==> src/rtl/cla_pkg.sv <==
// Shared types for the two-stage carry-lookahead adder.
// Holds the group width, the group G/P pair and the per-group stage-1 payload.
package cla_pkg;

  localparam int GROUP_W = 4;

  typedef struct packed {
    logic g;
    logic p;
  } grp_gp_t;

  typedef struct packed {
    logic [GROUP_W-1:0] g_bit;
    logic [GROUP_W-1:0] p_bit;
    grp_gp_t            gp;
    logic [GROUP_W-1:0] sum0;
    logic [GROUP_W-1:0] sum1;
  } s1_grp_t;

endpackage

==> src/rtl/cla_group_4.sv <==
// One 4-bit lookahead group: bit G/P, group G/P and sums for
// both possible carry-ins, all combinational.
module cla_group_4
  import cla_pkg::*;
(
  input  logic [GROUP_W-1:0] i_a,
  input  logic [GROUP_W-1:0] i_b,
  output s1_grp_t            o_grp
);

  logic [GROUP_W-1:0] g;
  logic [GROUP_W-1:0] p;
  logic [GROUP_W:0]   c0;
  logic [GROUP_W:0]   c1;

  always_comb begin
    g     = i_a & i_b;
    p     = i_a ^ i_b;
    c0    = '0;
    c1    = '0;
    c1[0] = 1'b1;
    for (int i = 0; i < GROUP_W; i++) begin
      c0[i+1] = g[i] | (p[i] & c0[i]);
      c1[i+1] = g[i] | (p[i] & c1[i]);
    end
    o_grp.g_bit = g;
    o_grp.p_bit = p;
    o_grp.gp.g  = g[3] | (p[3] & g[2]) |
                  (p[3] & p[2] & g[1]) |
                  (p[3] & p[2] & p[1] & g[0]);
    o_grp.gp.p  = &p;
    o_grp.sum0  = p ^ c0[GROUP_W-1:0];
    o_grp.sum1  = p ^ c1[GROUP_W-1:0];
  end

endmodule

==> src/rtl/cla_adder_pipelined.sv <==
// Two-stage carry-lookahead adder with valid/ready on both sides.
// Define CLA_SUBTRACT_EN to add i_sub / o_overflow.
module cla_adder_pipelined
  import cla_pkg::*;
#(
  parameter int WIDTH = 16,
  parameter int GROUP = 4
) (
  input  logic             i_clk,
  input  logic             i_rst,
  input  logic             i_valid,
  output logic             o_ready,
  input  logic [WIDTH-1:0] i_add1,
  input  logic [WIDTH-1:0] i_add2,
  input  logic             i_carry,
`ifdef CLA_SUBTRACT_EN
  input  logic             i_sub,
  output logic             o_overflow,
`endif
  output logic             o_valid,
  input  logic             i_ready,
  output logic [WIDTH:0]   o_result
);

  localparam int NUM_GROUPS = WIDTH / GROUP;

  logic [WIDTH-1:0] b_eff;
  logic             cin_eff;

  s1_grp_t [NUM_GROUPS-1:0] grp_w;
  s1_grp_t [NUM_GROUPS-1:0] s1_grp_d, s1_grp_q;
  logic s1_cin_d, s1_cin_q;
  logic s1_valid_d, s1_valid_q;
  logic s2_valid_d, s2_valid_q;
  logic [WIDTH:0] res_d, res_q;
  logic ovf_d, ovf_q;

  logic s1_load, s2_load;
  logic [NUM_GROUPS:0] gc;
  logic [WIDTH-1:0] sum_w;
  logic acc, pp, c_msb_in;
  logic unused_s1;

  // Subtraction folds into the operand/carry before G/P are formed.
  always_comb begin
    b_eff   = i_add2;
    cin_eff = i_carry;
`ifdef CLA_SUBTRACT_EN
    if (i_sub) begin
      b_eff   = ~i_add2;
      cin_eff = 1'b1;
    end
`endif
  end

  for (genvar gi = 0; gi < NUM_GROUPS; gi++) begin : g_grp
    cla_group_4 u_grp (
      .i_a   (i_add1[gi*GROUP_W +: GROUP_W]),
      .i_b   (b_eff[gi*GROUP_W +: GROUP_W]),
      .o_grp (grp_w[gi])
    );
  end

  always_comb begin
    s2_load    = !s2_valid_q || i_ready;
    s1_load    = !s1_valid_q || s2_load;
    o_ready    = s1_load;
    s1_valid_d = s1_load ? i_valid : s1_valid_q;
    s2_valid_d = s2_load ? s1_valid_q : s2_valid_q;
    s1_grp_d   = s1_grp_q;
    s1_cin_d   = s1_cin_q;
    if (s1_load && i_valid) begin
      s1_grp_d = grp_w;
      s1_cin_d = cin_eff;
    end
  end

  // Each group carry is a flat OR of G terms gated by downstream P.
  always_comb begin
    gc    = '0;
    gc[0] = s1_cin_q;
    acc   = 1'b0;
    pp    = 1'b0;
    for (int k = 0; k < NUM_GROUPS; k++) begin
      acc = s1_grp_q[k].gp.g;
      pp  = s1_grp_q[k].gp.p;
      for (int j = k - 1; j >= 0; j--) begin
        acc = acc | (pp & s1_grp_q[j].gp.g);
        pp  = pp & s1_grp_q[j].gp.p;
      end
      gc[k+1] = acc | (pp & s1_cin_q);
    end
    sum_w     = '0;
    unused_s1 = 1'b0;
    for (int k = 0; k < NUM_GROUPS; k++) begin
      sum_w[k*GROUP_W +: GROUP_W] =
        gc[k] ? s1_grp_q[k].sum1 : s1_grp_q[k].sum0;
      unused_s1 = unused_s1 ^
        (^{s1_grp_q[k].g_bit, s1_grp_q[k].p_bit});
    end
    c_msb_in = sum_w[WIDTH-1] ^
      s1_grp_q[NUM_GROUPS-1].p_bit[GROUP_W-1];
    res_d = res_q;
    ovf_d = ovf_q;
    if (s2_load && s1_valid_q) begin
      res_d = {gc[NUM_GROUPS], sum_w};
      ovf_d = c_msb_in ^ gc[NUM_GROUPS];
    end
  end

  always_ff @(posedge i_clk) begin
    if (i_rst) begin
      s1_valid_q <= 1'b0;
      s2_valid_q <= 1'b0;
      res_q      <= '0;
      ovf_q      <= 1'b0;
    end else begin
      s1_valid_q <= s1_valid_d;
      s2_valid_q <= s2_valid_d;
      res_q      <= res_d;
      ovf_q      <= ovf_d;
    end
  end

  always_ff @(posedge i_clk) begin
    s1_grp_q <= s1_grp_d;
    s1_cin_q <= s1_cin_d;
  end

  assign o_valid  = s2_valid_q;
  assign o_result = res_q;
`ifdef CLA_SUBTRACT_EN
  assign o_overflow = ovf_q;
`endif

endmodule

==> config.mk <==
export PLATFORM = sky130hd
export DESIGN_NAME = cla_adder_pipelined
export DESIGN_NICKNAME = d
export VERILOG_FILES = /design/src/rtl/cla_pkg.sv /design/src/rtl/cla_group_4.sv /design/src/rtl/cla_adder_pipelined.sv
export SDC_FILE = /design/constraint.sdc
export NUM_CORES = 1
export LEC_CHECK = 0
export CORE_UTILIZATION = 29
export CTS_BUF_LIST = sky130_fd_sc_hd__clkbuf_2
export DETAILED_ROUTE_END_ITERATION = 7
export GPL_TIMING_DRIVEN = 0
export PLACE_DENSITY = 0.56
export SYNTH_ARGS = -nofsm -noshare
export SYNTH_HDL_FRONTEND = slang
export SYNTH_SLANG_ARGS = --single-unit
==> constraint.sdc <==
create_clock -name i_clk -period 4.6 [get_ports i_clk]
set_input_delay 0.92 -clock i_clk [delete_from_list [all_inputs] [get_ports i_clk]]
set_output_delay 0.92 -clock i_clk [all_outputs]
set_load 0.05 [all_outputs]
After elaboration in Yosys (flattened, before gate mapping)
Cells that the tools add are included.
- output and inout port bits: 19
- word-level logic and storage cells: 144
- register bits after elaboration: 60
- reductions and logical operators: 10
- bitwise logic cells: 110
- multiplexer cells: 4
- operators by type and width (cell ; number):
    bitwise AND 1 bit ; 52
    XOR 4 bit ; 12
    bitwise OR 1 bit ; 42
    bitwise AND 4 bit ; 4
    2-to-1 mux 4 bit ; 4
    AND reduction 4 bit ; 4
    logical AND 1 bit ; 2
    zero test 1 bit ; 2
    logical OR 1 bit ; 2

Depth between registers and ports, before layout
- word-level depth: 7
- mapped depth: 6
- depth with buffers taken out: 6

Hierarchy
From an unflattened synthesis, not the netlist that was laid out.
- cells, all modules: 241
- area, all modules: 3045.4 µm²
- modules (own cells, without submodules) (module ; cells each ; area each (µm²) ; times used):
    cla_adder_pipelined ; 137 ; 2129.5 ; 1
    cla_group_4 ; 26 ; 229.0 ; 4

Worst setup path before layout
OpenSTA, ideal clock, no wires.
- path kind: input -> register
- start: in i_ready
- end: reg s1_cin_q (enable)
- path slack: 1.772 ns
- stages on the path: 3
- arrival: 2.425 ns
- cells stage by stage: nor2b_1 nand2_1 and2_1
- longest elaborated chain between the ends: 3
- RTL lines (what ; line ; text):
    start: declaration ; cla_adder_pipelined.sv:21 ; input logic i_ready,
    logical OR 1 bit ; cla_adder_pipelined.sv:65 ; s2_load = !s2_valid_q || i_ready;
    logical OR 1 bit ; cla_adder_pipelined.sv:66 ; s1_load = !s1_valid_q || s2_load;
    named net o_ready ; cla_adder_pipelined.sv:12 ; output logic o_ready,
    logical AND 1 bit ; cla_adder_pipelined.sv:72 ; if (s1_load && i_valid) begin
    end signal: assignment ; cla_adder_pipelined.sv:127 ; s1_cin_q <= s1_cin_d;
    end: declaration ; cla_adder_pipelined.sv:32 ; logic s1_cin_d, s1_cin_q;
The timed path passes the listed nets, and every way through them passes these cells.
A chain may end at the register's enable or synchronous reset.

Worst setup path after layout
- start: in i_ready
- end: out o_ready
- longest elaborated chain between the ends: 2
- RTL lines (what ; line):
    logical OR 1 bit ; cla_adder_pipelined.sv:65
    logical OR 1 bit ; cla_adder_pipelined.sv:66
    end: declaration ; cla_adder_pipelined.sv:12
Every way passes these cells.

==> insert_results.sql <==
INSERT INTO impl_metrics (metric_group, metric, value, unit) VALUES
('detailed_routing', 'dr_total_vias', '1863', ''),
('floorplan', 'placeableCoreArea', '0.009955', 'mm^2'),
('clocking', 'cts-htree-levels', '3', ''),
('detailed_routing', 'route.detailed.wl_per_inst', '11.92', 'um'),
('yosys', 'synthArstFlopShare', '0', '%'),
('hold_path', 'hold_path.class', 'reg -> reg', ''),
('timing', 'final_max_slew_viol_count', '0', ''),
('timing', 'timing.final.hold_violations', '0', ''),
('cells_and_area', 'insertedDiodeCount', '0', ''),
('detailed_routing', 'ant_nets_after_route', '0', ''),
('global_routing', 'grt-ovfl-total', '0', ''),
('yosys', 'post_synth_edffs', '41', ''),
('floorplan', 'boundaryPins', '56', ''),
('yosys', 'ys_top_cells_by_area', 'sky130_fd_sc_hd__edfxtp_1, sky130_fd_sc_hd__dfxtp_1, sky130_fd_sc_hd__fa_1', ''),
('clocking', 'cts-root-buf', 'sky130_fd_sc_hd__clkbuf_2', ''),
('setup_path', 'crit_path_cell_trace', 'clkdlybuf4s50_1 > nor2b_1 > nand2_1 > clkdlybuf4s50_1', ''),
('yosys', 'main_combinational_cell_family_by_area_after_synthesis', 'adder cells', ''),
('floorplan', 'rows', '36', ''),
('clocking', 'max-clock-path-buffers', '2', ''),
('timing', 'layout_worst_path_cycle_share', '71.22', '%'),
('cells_and_area', 'final_net_count', '376', ''),
('detailed_routing', 'detailedRoute.firstIterationViolations', '38', ''),
('timing', 'grt_setup_unrepaired', 'false', ''),
('timing', 'worst_slew_pin_slew', '535.7', 'ps'),
('setup_path', 'worst_path_most_repeated_cell', 'sky130_fd_sc_hd__clkdlybuf4s50_1', ''),
('yosys', 'synth_xor_xnor_area_share', '2.312', '%'),
('power', 'power-per-cell-area', '303.0', 'mW/mm^2'),
('floorplan', 'design.die.area', '0.01086', 'mm^2'),
('yosys', 'synth_adder_area_share', '18.83', '%'),
('detailed_routing', 'vias_per_cell', '4.224', ''),
('setup_path', 'critical_path.startpoint_type', 'input pin', ''),
('place', 'place.detailed.hpwl', '4005', 'um'),
('yosys', 'synthDominantCellAreaShare', '40.63', '%'),
('setup_path', 'worstPathArrival', '2360', 'ps'),
('yosys', 'yosys.cell_count.top_type', 'sky130_fd_sc_hd__edfxtp_1', ''),
('yosys', 'netlist-cell-type-count', '24', ''),
('yosys', 'yosys_most_used_dff', 'sky130_fd_sc_hd__edfxtp_1', ''),
('run_status', 'status', 'completed', ''),
('yosys', 'synthTopCellsByCount', 'sky130_fd_sc_hd__edfxtp_1, sky130_fd_sc_hd__inv_1, sky130_fd_sc_hd__ha_1, sky130_fd_sc_hd__nor2_1, sky130_fd_sc_hd__dfxtp_1', ''),
('place', 'place_congestion', '0.7636', ''),
('yosys', 'synthesis.area_per_instance', '12.79', 'um^2'),
('clocking', 'postCtsSetupRepairBufs', '0', ''),
('setup_path', 'cpMaxStageDelayCell', 'sky130_fd_sc_hd__clkdlybuf4s50_1', ''),
('yosys', 'syn_inst', '237', ''),
('cells_and_area', 'syn2layout_area_growth', '26.59', '%'),
('clocking', 'cts.hold.buffers_added', '0', ''),
('timing', 'max_slew_headroom_at_the_worst_pin', '64.29', '%'),
('detailed_routing', 'drtPass1Iterations', '4', ''),
('yosys', 'synth.area.mux_share', '3.964', '%'),
('detailed_routing', 'finalWirelength', '5257', 'um'),
('yosys', 'ys_seq_area_share', '53.18', '%'),
('yosys', 'synth_compound_area_share', '8.588', '%'),
('yosys', 'yosys_warnings', '0', ''),
('floorplan', 'die_w', '104.2', 'um'),
('clocking', 'worst_skew_pair.late_latency', '450', 'ps'),
('power', 'peakVddDrop', '0.08982', 'mV'),
('global_routing', 'grt_first_pass_wirelength', '8852', 'um'),
('yosys', 'synthesis.area', '0.003030', 'mm^2'),
('setup_path', 'slowest_delay', '720', 'ps'),
('setup_path', 'cp-end-kind', 'primary output', ''),
('setup_path', 'timing.setup.critical_path_class', 'in -> out', ''),
('place', 'placedCellCount', '425', ''),
('cells_and_area', 'post_layout_nonfiller_instances', '441', ''),
('yosys', 'yosys.area.top_type', 'sky130_fd_sc_hd__edfxtp_1', ''),
('global_routing', 'grt_start_max_net_pins', '42', ''),
('detailed_routing', 'remaining_drc_errors', '0', ''),
('place', 'place.port_buffers', '54', ''),
('timing', 'period_minus_slack', '3276', 'ps'),
('yosys', 'synthesis.nets', '310', ''),
('clocking', 'cts_tree', 'yes', ''),
('clocking', 'tritoncts.num_buffers', '9', '');
registers in the layout, indices dropped and copies added (netlist names):
register / count
o_valid: 1
s1_grp_q: 40
s1_cin_q: 1
s1_valid_q: 1
o_result: 17
logic make-up after synthesis:
| family | after synthesis |
|---|---|
| multiplexers | 12 |
| buffers and inverters | 44 |
| AND/OR/NAND/NOR | 46 |
| adder cells (fa/ha/maj) | 36 |
| flip-flops | 60 |
| XOR/XNOR | 8 |
| AO/OA/AOI/OAI | 31 |
layout by cell type, fill, tap and decap left out:
cell type,count
sky130_fd_sc_hd__fa_1,16
sky130_fd_sc_hd__nor2b_1,6
sky130_fd_sc_hd__a21oi_4,2
sky130_fd_sc_hd__edfxtp_1,41
sky130_fd_sc_hd__a311oi_1,5
sky130_fd_sc_hd__and4_1,4
sky130_fd_sc_hd__o21ai_2,1
sky130_fd_sc_hd__clkbuf_1,2
sky130_fd_sc_hd__xor2_1,8
sky130_fd_sc_hd__ha_1,20
sky130_fd_sc_hd__a211oi_1,8
sky130_fd_sc_hd__and2_2,1
sky130_fd_sc_hd__clkinv_1,2
sky130_fd_sc_hd__a211oi_2,4
sky130_fd_sc_hd__clkdlybuf4s50_1,54
sky130_fd_sc_hd__o21ai_0,4
sky130_fd_sc_hd__nand2b_1,4
sky130_fd_sc_hd__mux2i_1,12
sky130_fd_sc_hd__clkbuf_2,12
sky130_fd_sc_hd__dfxtp_1,19
sky130_fd_sc_hd__a21o_4,1
sky130_fd_sc_hd__buf_6,1
sky130_fd_sc_hd__buf_12,1
sky130_fd_sc_hd__nand2_1,11
sky130_fd_sc_hd__nor2_1,20
sky130_fd_sc_hd__a21oi_1,6
sky130_fd_sc_hd__buf_2,4
sky130_fd_sc_hd__inv_1,37
sky130_fd_sc_hd__clkinv_2,2
report_power, final:
| part | switching (uW) | internal, uW |
|---|---|---|
| clock | 181 | 73.2 |
| combinational | 142 | 108 |
| sequential | 18.5 | 639 |
| total | 341 | 821 |
final timing paths:
| check | start | to | depth (start not counted) |
|---|---|---|---|
| hold / removal | o_result[1]$_SDFFE_PP0P_ | o_result[1]$_SDFFE_PP0P_ | 2 |
| hold reg to reg | o_result[1]$_SDFFE_PP0P_ | o_result[1]$_SDFFE_PP0P_ | 2 |
| setup / recovery | i_ready | o_ready | 4 |
| setup reg to reg | s1_cin_q$_DFFE_PP_ | o_result[9]$_SDFFE_PP0P_ | 5 |
final cells by class:
cell class / count / area, um^2
Multi-Input combinational cell: 133 / 1242
Buffer: 7 / 38.79
Timing Repair Buffer: 55 / 560.5
Inverter: 37 / 138.9
Clock inverter: 4 / 17.52
Sequential cell: 60 / 1612
Fill cell: 969 / 6118
Tap cell: 133 / 166.4
Clock buffer: 12 / 60.06
critical path: cells and delay by family:
family / cells / cell delay [ps]
buffers and inverters: 2 / 1120
AND/OR/NAND/NOR: 2 / 320
per-stage QoR:
| step | instance area (um^2) | hold slack [ps] | setup WS (ps) | util, % | total power, uW |
|---|---|---|---|---|---|
| final | 3836 | 506.9 | 1324 | 38.54 | 1162 |
| after floorplan | 3030 | 477.8 | 1772 | - | 823.5 |
| after detailed placement | 3759 | 493.8 | 1320 | 37.76 | 925.5 |
| after global routing | 3836 | 536.8 | 1220 | 38.54 | 1230 |
| after CTS | 3836 | 513.1 | 1309 | 38.54 | 1181 |
| after global placement | 3737 | 488.8 | 1256 | 37.54 | 918.9 |
metal layers:
metal	up-vias	part of all wire (%)	wire length, um	global-route usage [%]
met2	45	52	2714	18.95
met1	876	44	2293	11.58
met5	-	0	0	0
met4	0	1.2	63	6.122
met3	5	3.5	186	2.506
li1	937	-	-	-
No activity file was read; power rests on OpenSTA's default activity.
